`src/rtl/bus_arbiter.sv`:
```
// bus_arbiter: two-master arbiter onto a single shared slave bus.
// Ownership is held for a burst of up to BURST_MAX transfers while the other
// master waits; an owner with no competition is never preempted. Read data
// returns one cycle after acceptance and is steered to the master that issued it.
module bus_arbiter #(
    parameter int WIDTH     = 32,
    parameter int BURST_MAX = 4
) (
    input  logic             clk,
    input  logic             rst,
    input  logic             m0_req,
    input  logic [WIDTH-1:0] m0_addr,
    input  logic [WIDTH-1:0] m0_wdata,
    input  logic [3:0]       m0_be,
    input  logic             m0_we,
    output logic             m0_gnt,
    output logic [WIDTH-1:0] m0_rdata,
    output logic             m0_rvalid,
    input  logic             m1_req,
    input  logic [WIDTH-1:0] m1_addr,
    input  logic [WIDTH-1:0] m1_wdata,
    input  logic [3:0]       m1_be,
    input  logic             m1_we,
    output logic             m1_gnt,
    output logic [WIDTH-1:0] m1_rdata,
    output logic             m1_rvalid,
    output logic [WIDTH-1:0] s_addr,
    output logic [WIDTH-1:0] s_wdata,
    output logic [3:0]       s_be,
    output logic             s_we,
    input  logic [WIDTH-1:0] s_rdata
);

    localparam int CNT_W = $clog2(BURST_MAX + 1);

    typedef enum logic [1:0] {IDLE, OWN0, OWN1} state_t;

    state_t           state;
    logic             last_owner;
    logic [CNT_W-1:0] burst_cnt;
    logic [CNT_W-1:0] cnt_next;
    logic             burst_done;
    logic             rd_pending;
    logic             rd_owner;
    logic             gnt0;
    logic             gnt1;
    logic             rd_accept;

    // Saturating increment of the burst counter
    function automatic logic [CNT_W-1:0] sat_inc(input logic [CNT_W-1:0] c);
        if (c >= CNT_W'(BURST_MAX)) return CNT_W'(BURST_MAX);
        else                        return c + 1'b1;
    endfunction

    // Grants follow the owner's request in the same cycle; the shared bus is
    // parked at zero whenever no transfer is being accepted
    always_comb begin
        gnt0    = (state == OWN0) && m0_req;
        gnt1    = (state == OWN1) && m1_req;
        s_addr  = '0;
        s_wdata = '0;
        s_be    = '0;
        s_we    = 1'b0;
        if (gnt0) begin
            s_addr  = m0_addr;
            s_wdata = m0_wdata;
            s_be    = m0_be;
            s_we    = m0_we;
        end else if (gnt1) begin
            s_addr  = m1_addr;
            s_wdata = m1_wdata;
            s_be    = m1_be;
            s_we    = m1_we;
        end
        cnt_next   = (gnt0 || gnt1) ? sat_inc(burst_cnt) : burst_cnt;
        burst_done = (cnt_next == CNT_W'(BURST_MAX));
        rd_accept  = (gnt0 && !m0_we) || (gnt1 && !m1_we);
    end

    assign m0_gnt    = gnt0;
    assign m1_gnt    = gnt1;
    assign m0_rdata  = s_rdata;
    assign m1_rdata  = s_rdata;
    assign m0_rvalid = rd_pending && !rd_owner;
    assign m1_rvalid = rd_pending &&  rd_owner;

    // Ownership FSM with burst counting and round-robin tie break
    always_ff @(posedge clk or negedge rst) begin
        if (!rst) begin
            state      <= IDLE;
            last_owner <= 1'b1;
            burst_cnt  <= '0;
        end else begin
            case (state)
                IDLE: begin
                    burst_cnt <= '0;
                    if (m0_req && (!m1_req || last_owner)) state <= OWN0;
                    else if (m1_req)                       state <= OWN1;
                end
                OWN0: begin
                    if (m1_req && (!m0_req || burst_done)) begin
                        state      <= OWN1;
                        last_owner <= 1'b0;
                        burst_cnt  <= '0;
                    end else if (!m0_req && !m1_req) begin
                        state      <= IDLE;
                        last_owner <= 1'b0;
                        burst_cnt  <= '0;
                    end else begin
                        burst_cnt  <= cnt_next;
                    end
                end
                OWN1: begin
                    if (m0_req && (!m1_req || burst_done)) begin
                        state      <= OWN0;
                        last_owner <= 1'b1;
                        burst_cnt  <= '0;
                    end else if (!m0_req && !m1_req) begin
                        state      <= IDLE;
                        last_owner <= 1'b1;
                        burst_cnt  <= '0;
                    end else begin
                        burst_cnt  <= cnt_next;
                    end
                end
                default: begin
                    state     <= IDLE;
                    burst_cnt <= '0;
                end
            endcase
        end
    end

    // Remember which master issued the read so its rvalid follows it even
    // across an ownership change
    always_ff @(posedge clk or negedge rst) begin
        if (!rst) begin
            rd_pending <= 1'b0;
            rd_owner   <= 1'b0;
        end else begin
            rd_pending <= rd_accept;
            rd_owner   <= gnt1;
        end
    end

endmodule

```
`config.mk`:
```
export PLATFORM = sky130hd
export DESIGN_NAME = bus_arbiter
export DESIGN_NICKNAME = d
export VERILOG_FILES = /design/src/rtl/bus_arbiter.sv
export SDC_FILE = /design/constraint.sdc
export NUM_CORES = 1
export LEC_CHECK = 0
export CAP_MARGIN = 20
export CORE_AREA = 2 2 119 121
export CTS_BUF_LIST = sky130_fd_sc_hd__clkbuf_2
export DETAILED_ROUTE_END_ITERATION = 10
export DIE_AREA = 0 0 121 123
export SYNTH_ARGS = -nofsm -noshare
export SYNTH_HDL_FRONTEND = slang
export SYNTH_SLANG_ARGS = --single-unit
```
`constraint.sdc`:
```
create_clock -name clk -period 2.2 [get_ports clk]
set_input_delay 0.44 -clock clk [delete_from_list [all_inputs] [get_ports clk]]
set_output_delay 0.44 -clock clk [all_outputs]
set_load 0.02 [all_outputs]
```
==> metrics.md, run 1 <==
| Metric | Value |
|---|---|
| Hpwl dp | `7610 um` |
| Main area contributors after synthesis | `a22o_1, buf_4, dfrtp_1` |
| Most frequent cells after synthesis | `a22o_1, buf_4, buf_2` |
| Initial DRC count | `69` |
| Congestion Overflow GR | `0` |
| Clk Latency, worst-skew pair | `0.25 ns` |
| GR Util All Layers | `0.107` |
| Dpl ws | `-0.516 ns` |
| Worst setup EP type | `primary output` |
| Share of cells above drive strength 1 | `0.291` |
| Core Area | `0.0136 mm2` |
| Drt drc | `0` |
| CTS buffer count | `3` |
| # hold bufs at CTS | `0` |
| Post-synth EDFFs | `0` |
| Vias in the first global route | `2360` |
| Hold Fails Final Rpt | `0` |
| Largest area contributor in the netlist | `a22o_1` |
| # diodes | `0` |
| Final Setup Violations | `20` |
| Actual slew at the worst max-slew pin | `0.400 ns` |
| Pre-antenna DRT Iters | `4` |
| First-pass GRT wire length | `12500 um` |
| Root buffer cell | `clkbuf_2` |
| Syn. warnings | `0` |
| Clock Skews | `0.00234 ns` |
| Met1 wire length | `3670 um` |
| Sequential share of the synthesized area | `0.110` |
| Highest metal used | `met4` |
| Top cell type's share of synthesized area | `0.345` |
| Worst EP arrival | `1.80 ns` |
| Placer Congestion | `0.851` |
| Layout Area Growth over Synthesis | `122%` |
| Cell variety after synth | `36` |
| Setup WS post-layout | `-0.0362 ns` |
| Nets@finish | `569` |
| Max Cap Viol | `0` |
| Failing checks | `negative setup slack` |
| Pin count of the biggest net entering global routing | `49` |
| Highest Clock Rate | `447 MHz` |
| Period Utilization, post-route | `1.02` |
| H-Tree Depth | `1` |
| DR WL met2 | `5000 um` |
| Cell with the most instances after synthesis | `a22o_1` |
| Post-route setup TNS | `-0.250 ns` |
| Startpoint types | `input port` |
| Final-layout fill cell count | `1435` |
| Pwr dens | `703 mW/mm2` |
| Count of buffers from port buffering | `214` |
| Setup CP Type | `in -> out` |
| CTS sink cnt | `8` |
| Maximum VDD drop | `0.238 mV` |
| Worst EP required | `1.76 ns` |
| Main flop type after synthesis | `dfrtp_1` |
| Post-Syn Area | `0.00183 mm2` |
| Worst hold-check path type | `in -> async` |
| DR WL met3 | `839 um` |
| Drt via density | `4.16` |
| IO Pins | `311` |
| Via count | `2365` |
| Die ar. | `0.0149 mm2` |
| Syn_area_per_cell | `8.20 um2` |
| Synth Register Bits | `8` |
| Initial antenna violation count | `0` |
| CP Max Fanout | `8` |
| Initial core utilization | `0.134` |
| Status | `complete, but fails checks` |
| Post-synth net total | `403` |
| CTS clk-pin slew, worst paths | `0.09 ns` |
| Die Ht | `123 um` |
| Num rows | `43` |
| CTS tree | `built` |
| Pwr Total | `2.85 mW` |
| Clock tree buffer depth | `2` |
| Async set-reset flop share out of synthesis | `1.00` |
| P_leak | `1.75 nW` |
| Slew Limit Headroom | `0.733` |
| Max-slew violation count | `0` |
| Total Wirelength | `9840 um` |
| Wire length per cell | `17.3 um` |
| RSZ-0062 raised after global routing | `true` |
| Post-Syn Instances | `223` |
| Post-route minimum period | `2.24 ns` |
| Post-DRT Antenna Nets | `0` |
| Die width | `121 um` |
## logic make-up (layout without fill, tap and decap cells)
family | after synthesis | in the layout | share of synthesized area
mux | 1 | 1 | 0.00548
compound gates | 95 | 95 | 0.429
simple gates | 21 | 21 | 0.0671
fa+ha+maj | 6 | 6 | 0.0411
buf+inv | 92 | 257 | 0.347
flops | 8 | 8 | 0.110
## worst max-delay path, stage by stage
cell             delay, ns
clkdlybuf4s50_1       0.52
nand2_4               0.07
nor2_4                0.14
buf_12                0.16
clkbuf_16             0.15
a22o_1                0.17
buf_6                 0.13
## state kept, by name (all words and copies together), names as in the netlist
| name | cells |
|---|---|
| burst_cnt | 3 |
| last_owner | 1 |
| rd_owner | 1 |
| rd_pending | 1 |
| state | 2 |
## metal layers
metal	global-route usage	vias up
met1	0.118	1089
met2	0.201	130
met4	0.0392	0
li1	-	1105
met3	0.0231	41
met5	0	-
## timing repair
action | in CTS | in global routing
setup buffers | 0 | 5
cloned | 0 | 5
endpoints found under the setup margin | 71 | 70
pin swaps | 0 | 13
gates resized for setup | 238 | 162
## per-stage QoR
step,hold slack [ns],cell area [um2],std cells,util
final,0.462,4060,568,0.298
after floorplan,0.144,1830,223,-
after detailed placement,0.516,3780,554,0.278
after global routing,0.462,4060,568,0.298
after global placement,0.508,3780,554,0.278
after CTS,0.462,3780,558,0.278
## final cells by class
class,instances,area (um2),area share
inverters,10,40.0,0.00987
well taps,180,225,0.0555
flip-flops and latches,8,201,0.0496
clock buffers,4,20.0,0.00493
repair buffers,243,2530,0.623
multi-input cells,123,1040,0.257
## final timing paths
check,startpoint,to,slack [ns],cells past startpoint
min in group clk,last_owner,last_owner,0.53,2
setup reg to reg,state[1],state[0],0.41,9
hold reg to reg,last_owner,last_owner,0.53,2
hold / removal,rst,rd_pending,0.46,1
setup / recovery,m1_req,s_wdata[2],-0.04,7
max in group asynchronous,rst,last_owner,1.43,1
## cell usage in the layout (no fill, tap or decap), types with 2 or more instances in the layout
master	instances
nor3_1	3
inv_1	7
clkbuf_16	3
a22o_4	2
buf_12	6
dlygate4sd2_1	2
ha_4	2
nor3b_1	2
a22o_1	70
nor2_1	4
inv_2	2
nand2_4	2
ha_1	4
dfrtp_1	7
clkbuf_2	4
clkdlybuf4s50_1	142
o22ai_1	2
buf_4	32
o21ai_0	4
a21oi_1	4
a31oi_1	2
nand2_1	3
buf_6	55
o211ai_1	2
## power by group
part | switching, mW | internal, mW | total (mW)
combinational | 1.17 | 1.36 | 2.52
sequential | 0.0351 | 0.186 | 0.221
clock | 0.0604 | 0.0483 | 0.109
Power figures use the tool's default switching activity.
==> run 2: changes to the inputs <==
--- a/config.mk
+++ b/config.mk
@@ -10,6 +10,7 @@
 export CTS_BUF_LIST = sky130_fd_sc_hd__clkbuf_2
 export DETAILED_ROUTE_END_ITERATION = 10
 export DIE_AREA = 0 0 121 123
+export GPL_TIMING_DRIVEN = 0
 export SYNTH_ARGS = -nofsm -noshare
 export SYNTH_HDL_FRONTEND = slang
 export SYNTH_SLANG_ARGS = --single-unit
==> run 2 against run 1 <==
Effect of this change:
- the run still ends with negative setup slack left
- hold slack lost 0.028 ns
- utilization is 9.9 points higher
- largest power group unchanged
- worst setup slack worse by 0.031 ns
- clock power rose by 4%
- largest cell class unchanged
==> metrics.md, run 2 (same netlist as run 1, synthesis figures left out) <==
| Metric | Value |
|---|---|
| Status | `complete, but fails checks` |
| Failing checks | `negative setup slack` |
| Worst hold-check path type | `in -> async` |
| Max-slew violation count | `0 (unchanged)` |
| Slowest cell on crit path | `dfrtp_2` |
| Placer Congestion | `0.808 (-5.0%)` |
| Initial DRC count | `163 (+140%)` |
| # hold bufs at CTS | `0 (unchanged)` |
| Startpoint types | `flip-flop` |
| Clock Skews | `0.0222 ns (+0.0199 ns)` |
| RSZ-0062 raised after global routing | `true` |
| Period Utilization, post-route | `1.03 (+0.0141)` |
| Number of flip-flops under the largest register name | `3 (unchanged)` |
| Start point of the critical path | `state[0]` |
| Most common cell after layout, fill and taps aside | `clkdlybuf4s50_1` |
| IO Pins | `311 (unchanged)` |
| Die ar. | `0.0149 mm2 (unchanged)` |
| Largest regs | `burst_cnt: 3 flops, state: 2 flops` |
| Final Setup Violations | `62 (+210%)` |
| Nets@finish | `710 (+25%)` |
| Crit-path cells | `inv_4 > ha_4 > nand2_4 > nor2_4 > buf_8 > buf_8 > a22o_1 > buf_6` |
| Initial core utilization | `0.134 (unchanged)` |
| Setup CP Type | `reg -> out` |
| Hpwl dp | `8970 um (+18%)` |
| P_leak | `2.41 nW (+38%)` |
| GR Util All Layers | `0.131 (+0.0234)` |
| Top reg by flops | `burst_cnt` |
| Maximum VDD drop | `0.228 mV (-4.3%)` |
| Die width | `121 um (unchanged)` |
| Clock tree buffer depth | `2 (unchanged)` |
| H-Tree Depth | `1 (unchanged)` |
| CP max stage delay | `0.48 ns (-0.04 ns)` |
| Initial antenna violation count | `0 (unchanged)` |
| Root buffer cell | `clkbuf_2` |
| Internal reg-to-reg setup slack | `0.31 ns (-0.10 ns)` |
| CTS tree | `built` |
| Final-layout fill cell count | `1363 (-5.0%)` |
| Share of cells above drive strength 1 | `0.367 (+0.0755)` |
| Buf/Inv on CP | `4 (unchanged)` |
| Pre-antenna DRT Iters | `4 (unchanged)` |
| Slew Limit Headroom | `0.698 (-0.0343)` |
| First-pass GRT wire length | `15300 um (+23%)` |
| Clk Latency, worst-skew pair | `0.27 ns (+0.02 ns)` |
| Via count | `2901 (+23%)` |
| Num rows | `43 (unchanged)` |
| Worst EP arrival | `1.83 ns (+0.03 ns)` |
| Worst EP required | `1.76 ns (about the same)` |
| Layout Area Growth over Synthesis | `196%` |
| Drt drc | `0 (unchanged)` |
| Capture point of the worst reg-to-reg path | `burst_cnt[1]` |
| Pin count of the biggest net entering global routing | `11 (-78%)` |
| Count of buffers from port buffering | `278 (+30%)` |
| Reg2reg path depth | `8 (-1)` |
| Pwr dens | `616 mW/mm2 (-12%)` |
| Highest Clock Rate | `441 MHz (-1.4%)` |
| Most frequent cells in the layout | `clkdlybuf4s50_1, buf_4, buf_6` |
| Wire length per cell | `15.8 um (-8.6%)` |
| Cell area after layout | `0.00541 mm2 (+33%)` |
| Max Cap Viol | `0 (unchanged)` |
| Vias in the first global route | `2899 (+23%)` |
| R2R Path Start | `state[1]` |
| Cell mode on critical path | `buf_8` |
| Dpl cell area | `0.00484 mm2 (+28%)` |
| Actual slew at the worst max-slew pin | `0.452 ns (+0.0523 ns)` |
| Worst Hold Margin | `0.434 ns (-0.0278 ns)` |
| Post-DRT Antenna Nets | `0 (unchanged)` |
| Congestion Overflow GR | `0 (unchanged)` |
| CTS sink cnt | `8 (unchanged)` |
| CTS buffer count | `3 (unchanged)` |
| CP Max Fanout | `5 (-3)` |
| # diodes | `0 (unchanged)` |
| Setup WS post-layout | `-0.0673 ns (-0.0311 ns)` |
| Hold Fails Final Rpt | `0 (unchanged)` |
| Post-route minimum period | `2.27 ns (+0.0311 ns)` |
| Kind of cell adding the most delay to the critical path | `buffers and inverters` |
| Core Area | `0.0136 mm2 (unchanged)` |
| Die Ht | `123 um (unchanged)` |
| Total Wirelength | `11200 um (+14%)` |
| Worst setup EP type | `primary output` |
| Drt via density | `4.09 (-1.7%)` |
| CTS clk-pin slew, worst paths | `0.11 ns (+0.02 ns)` |
[run 2: per-stage QoR]
step | util | TNS (ns) | power (mW) | worst slack [ns] | instances
6_report | 0.398 | -1.98 | 3.34 | -0.0673 | 709
5_1_grt | 0.398 | -7.97 | 3.51 | -0.163 | 709
4_1_cts | 0.376 | -1.18 | 3.09 | -0.0602 | 702
3_5_place_dp | 0.355 | -55.61 | 2.63 | -0.907 | 681
3_3_place_gp | 0.355 | -54.09 | 2.63 | -0.881 | 681
2_1_floorplan | - | 0 | 1.46 | 0.245 | 223
[run 2: power breakdown]
part,switching [mW],total (mW),internal (mW)
combinational,1.33,2.99,1.66
clock,0.0649,0.113,0.0482
sequential,0.0422,0.230,0.187
[run 2: worst max path at each step]
stage	endpoint	slack [ns]	depth (start not counted)
CTS	s_addr[6]	-0.06	8
floorplan	s_wdata[21]	0.24	7
detailed placement	s_wdata[21]	-0.91	7
finish	s_addr[6]	-0.07	8
global placement	s_wdata[21]	-0.88	7
global route	s_addr[3]	-0.16	8
[run 2: final cells by class]
cell class	instances	area (um2)	share of cell area
flip-flops and latches	8	203	0.0375
clock buffers	4	20.0	0.00370
multi-input cells	123	1070	0.198
repair buffers	302	3140	0.580
well taps	180	225	0.0416
plain buffers	82	712	0.132
inverters	10	40.0	0.00740
[run 2: routing by layer]
layer  global-route usage  up-vias  wire length [um]  share of wire
met5                    0        -                 0              0
met4               0.0124        0                33         0.0029
met3               0.0309        4              1020          0.090
met2                0.254      174              6040           0.54
met1                0.149     1333              4130           0.37
li1                     -     1390                 -              -
[run 2: timing repair]
action / in CTS / in global routing
gates resized for setup: 432 / 48
endpoints found under the setup margin: 71 / 70
pin swaps: 17 / 20
gates cloned: 2 / 3
buffers inserted: 15 / 4
